**src/rtl/instr_wb_master.sv**
```systemverilog
// Single-beat Wishbone pipelined master driven by instrumentation request pulses.
// One transaction at a time; completes on ack or aborts after a configurable timeout.
module instr_wb_master #(
    parameter int unsigned TIMEOUT_CYCLES = 64
) (
    input  logic        clk_i,
    input  logic        rst_i,
    output logic [31:0] wb_adr_o,
    output logic [31:0] wb_dat_o,
    input  logic [31:0] wb_dat_i,
    output logic        wb_we_o,
    output logic [3:0]  wb_sel_o,
    output logic        wb_stb_o,
    input  logic        wb_ack_i,
    output logic        wb_cyc_o,
    input  logic        wb_stall_i,
    input  logic        req_i,
    input  logic [31:0] req_adr_i,
    input  logic [31:0] req_dat_i,
    input  logic        req_we_i,
    input  logic [3:0]  req_sel_i,
    output logic        busy_o,
    output logic        done_o,
    output logic [31:0] rdata_o,
    output logic        timeout_o
);

    localparam logic [1:0] ST_IDLE     = 2'd0;
    localparam logic [1:0] ST_REQUEST  = 2'd1;
    localparam logic [1:0] ST_WAIT_ACK = 2'd2;

    // Counter holds (cycles of cyc_o high - 1), so expiry is at TIMEOUT_CYCLES-1.
    localparam logic [15:0] TO_LAST =
        16'((TIMEOUT_CYCLES == 0) ? 0 : (TIMEOUT_CYCLES - 1));
    localparam logic TO_EN = (TIMEOUT_CYCLES != 0);

    logic [1:0]  state;
    logic [15:0] to_cnt;
    logic        to_hit;
    logic        ack_ok;

    function automatic logic [15:0] sat_inc(input logic [15:0] v);
        return (v == 16'hFFFF) ? v : v + 16'd1;
    endfunction

    assign to_hit = TO_EN && (to_cnt >= TO_LAST);
    // An ack is only accepted once the request has left the stalled address phase.
    assign ack_ok = wb_ack_i && !(state == ST_REQUEST && wb_stall_i);

    always_ff @(posedge clk_i) begin
        if (rst_i) begin
            state     <= ST_IDLE;
            to_cnt    <= 16'd0;
            wb_adr_o  <= 32'd0;
            wb_dat_o  <= 32'd0;
            wb_we_o   <= 1'b0;
            wb_sel_o  <= 4'd0;
            wb_stb_o  <= 1'b0;
            wb_cyc_o  <= 1'b0;
            busy_o    <= 1'b0;
            done_o    <= 1'b0;
            rdata_o   <= 32'd0;
            timeout_o <= 1'b0;
        end else begin
            done_o    <= 1'b0;
            timeout_o <= 1'b0;
            case (state)
                ST_IDLE: begin
                    if (req_i) begin
                        wb_adr_o <= req_adr_i;
                        wb_dat_o <= req_dat_i;
                        wb_we_o  <= req_we_i;
                        wb_sel_o <= req_sel_i;
                        wb_cyc_o <= 1'b1;
                        wb_stb_o <= 1'b1;
                        busy_o   <= 1'b1;
                        to_cnt   <= 16'd0;
                        state    <= ST_REQUEST;
                    end
                end
                ST_REQUEST, ST_WAIT_ACK: begin
                    if (ack_ok) begin
                        if (!wb_we_o) rdata_o <= wb_dat_i;
                        wb_cyc_o <= 1'b0;
                        wb_stb_o <= 1'b0;
                        busy_o   <= 1'b0;
                        done_o   <= 1'b1;
                        state    <= ST_IDLE;
                    end else if (to_hit) begin
                        wb_cyc_o  <= 1'b0;
                        wb_stb_o  <= 1'b0;
                        busy_o    <= 1'b0;
                        timeout_o <= 1'b1;
                        state     <= ST_IDLE;
                    end else begin
                        to_cnt <= sat_inc(to_cnt);
                        if (state == ST_REQUEST && !wb_stall_i) begin
                            wb_stb_o <= 1'b0;
                            state    <= ST_WAIT_ACK;
                        end
                    end
                end
                default: state <= ST_IDLE;
            endcase
        end
    end

endmodule

```
**config.mk**
```make
export PLATFORM = sky130hd
export DESIGN_NAME = instr_wb_master
export DESIGN_NICKNAME = d
export VERILOG_FILES = /design/src/rtl/instr_wb_master.sv
export SDC_FILE = /design/constraint.sdc
export NUM_CORES = 1
export LEC_CHECK = 0
export BUFFER_PORTS_ARGS = -buffer_cell sky130_fd_sc_hd__buf_2
export CAP_MARGIN = 10
export CORE_MARGIN = 5
export CORE_UTILIZATION = 49
export CTS_CLUSTER_DIAMETER = 100
export CTS_CLUSTER_SIZE = 8
export DETAILED_ROUTE_END_ITERATION = 8
export PLACE_DENSITY = 0.84
export SLEW_MARGIN = 20
export SYNTH_ARGS = -nofsm -noshare
export SYNTH_HDL_FRONTEND = slang
export SYNTH_SLANG_ARGS = --single-unit
```
**constraint.sdc**
```tcl
create_clock -name clk_i -period 5.6 [get_ports clk_i]
set_input_delay 0.28 -clock clk_i [delete_from_list [all_inputs] [get_ports clk_i]]
set_output_delay 0.28 -clock clk_i [all_outputs]
set_load 0.05 [all_outputs]
```
==> flow_summary.ini <==
[outcome]
run_status = complete, no violations

[timing]
hold_ws_ns = 0.01923
timing.slew.headroom_pct = 29.32
worst_pin_slew_ns = 1.049
hold_viol_final = 0
layout_worst_path_cycle_share_pct = 39.45
grt_setup_unrepaired = false
timing.final.crit_period_ns = 2.209
setup_viol = 0
achievable-frequency_ghz = 0.4527
maxSlewViolCount = 0
fin_skew_ns = 0.008441
setup_tns_ns = 0

[yosys]
mappedNetlistArea_um2 = 4444
syn_warnings = 0
postSynthAreaPerCell_um2 = 8.125
top_ff_cell_synth = dfxtp_1
synth-edff-count = 0
part_of_the_yosys_area_used_for_sequential_elements_pct = 55.41
register_bit_count_reported_by_yosys = 123
syn_inst = 547
post_synth_num_cell_types = 34
async_flop_share_pct = 0
mappedNetlistNets = 659

[run]
drv_cap = 0

[clock_network]
clk_latency_ns = 0.50
cts-buffers-inserted = 17
cts.sinks = 123
cts_htree_levels = 4
tritoncts_clock_tree = done
cts.clk_slew.worst_paths_ns = 0.06
cts_buffer_depth = 2
cts-root-buf = clkbuf_8

[floorplan]
placement_rows = 34
core_region_area_um2 = 8763
die_boundary_width_um = 105.2
start_util_pct = 50.71
top_level_ports = 212
die_height_um = 105.2
die_outline_area_um2 = 11070

[routing]
route.detailed.wl_per_inst_um = 14.53
dr_total_vias = 4394
drt.antenna.violating_nets = 0
first_iter_violations = 160
drt_drc_violations_left = 0
wirelength_mm = 12.83
drtPass1Iterations = 7
vias_per_cell = 4.976

[critical_path]
largest_fanout_of_any_net_on_the_critical_path = 11
cp_num_buf_inv = 1
worstPathCellList = inv_1, ha_1, mux2i_1, or4_4, or4_1, a21oi_1
worstSetupEndpointType = flop
timing.critical_path.max_delay_family = simple AND/OR/NAND/NOR gates
crit_path_max_incr_delay_ns = 0.50
cpMaxStageDelayCell = or4_4
startpoint_type = flop
worst_path_arrival_ns = 2.64
cp_data_required_time_ns = 6.03
timing_worst_setup_path_type = reg2reg

[global_route]
grt_remaining_overflow = 0
antenna_found_initial = 1
grt_max_degree = 116
grt_util_all_layers_pct = 22.64
wire_length_of_the_first_global_routing_pass_mm = 20.78
grt_pass1_vias = 4429

[power]
pwr-share-clk_pct = 34.9
pwr-share-comb_pct = 32.9
power_density_nw_per_um2 = 533.7
power.share.sequential_pct = 32.2
switchingPower_uw = 1321
total_leakage_power_uw = 0.002946
p_sw_share_pct = 38.85
power_report.internal_total_uw = 2079
report.power.total_uw = 3399
peakVddDrop_uv = 279.2

[final_layout]
layout_commonest_cell = buf_2
layout_cell_share_with_drive_strength_beyond_1_pct = 32.69
most-common-layout-cells = buf_2 (210), nand2_1 (207), dfxtp_1 (123), a21oi_1 (107), dlygate4sd3_1 (19)
ff_latch_area_um2 = 2462
final-instance-count-excl-fill = 883
final_cell_area_um2 = 6370
multiInputGateArea_um2 = 1828
fill_cells = 675
final_nets = 873
synthToLayoutAreaGrowth_pct = 43.33

[hold_path]
hold_class = in2reg

[placed_design]
detailedPlacementHpwl_mm = 8.859
numPlacedInstances = 831
io_buffers = 211
routabilityCongestion = 0.8222
placed_cell_area_um2 = 5518
-- path summary, 6_finish.rpt --
| kind | startpoint | endpoint | slack [ns] | depth (start not counted) |
|---|---|---|---|---|
| worst max register to register | state[1] | to_cnt[4] | 3.39 | 6 |
| worst min register to register | wb_dat_o[12] | wb_dat_o[12] | 0.45 | 2 |
| worst max-delay path | state[1] | to_cnt[4] | 3.39 | 6 |
| worst min-delay path | req_adr_i[23] | wb_adr_o[23] | 0.02 | 3 |
-- registers in the layout, summed over array words and instances (netlist names) --
name / cells
wb_we_o: 1
wb_adr_o: 32
to_cnt: 16
rdata_o: 32
timeout_o: 1
wb_sel_o: 4
busy_o: 1
wb_stb_o: 1
wb_dat_o: 32
state: 2
done_o: 1
-- per-stage QoR --
step / utilization [%] / setup slack [ns]
after floorplan: - / 3.502
after global placement: 62.89 / 3.471
after detailed placement: 62.96 / 3.394
after CTS: 72.50 / 3.377
after global routing: 72.69 / 3.226
final: 72.69 / 3.391
-- power groups by stage --
stage	registers (uW)	logic, uW	clock network (uW)
final	1090	1120	1190
after global routing	1110	1200	1250
after CTS	1090	1130	1200
after detailed placement	1110	1110	0
after global placement	1100	1090	0
after floorplan	1570	381	0
-- worst min-delay path: cells and delay by family --
kind	cells	cell delay, ns
compound gates	1	0.05
buf+inv	1	0.10
simple gates	1	0.05
-- layer usage --
layer,GRT usage (%),wire length (um)
met1,24.38,4896
met5,0,0
met3,8.130,907
met4,8.767,285
met2,40.26,6740
-- timing repair --
item | CTS | global route
hold endpoints to repair | 18 | 1
setup buffers | 0 | 0
resized for setup | 0 | 0
hold buffers | 18 | 1
-- cell usage after synthesis (3+ instances only) --
cell type | n | area [um^2]
dfxtp_1 | 123 | 2462
ha_1 | 6 | 75.07
buf_1 | 4 | 15.01
inv_1 | 5 | 18.77
clkbuf_1 | 31 | 116.4
o31ai_1 | 3 | 22.52
nor2_1 | 4 | 15.01
a21oi_1 | 107 | 535.5
and2_1 | 11 | 68.82
mux2i_1 | 4 | 40.04
nand3_1 | 4 | 20.02
nand2_1 | 208 | 780.8
nand2b_1 | 4 | 25.02
or4_1 | 5 | 37.54
-- logic make-up after synthesis --
family | after synthesis | synth area share [%]
DFF | 123 | 55.41
AOI/OAI and AO/OA | 120 | 14.22
buffers and inverters | 42 | 3.801
muxes | 5 | 1.154
adders and majority gates | 6 | 1.689
and+or+nand+nor | 251 | 23.73
-- area by class of cell --
type / count / area share (%)
Tap cell: 108 / 2.121
Sequential cell: 123 / 38.66
Timing Repair Buffer: 232 / 19.90
Clock buffer: 19 / 6.934
Inverter: 5 / 0.2946
Multi-Input combinational cell: 382 / 28.70
Antenna cell: 1 / 0.03929
Clock inverter: 13 / 3.359
Power figures use the tool's default switching activity.
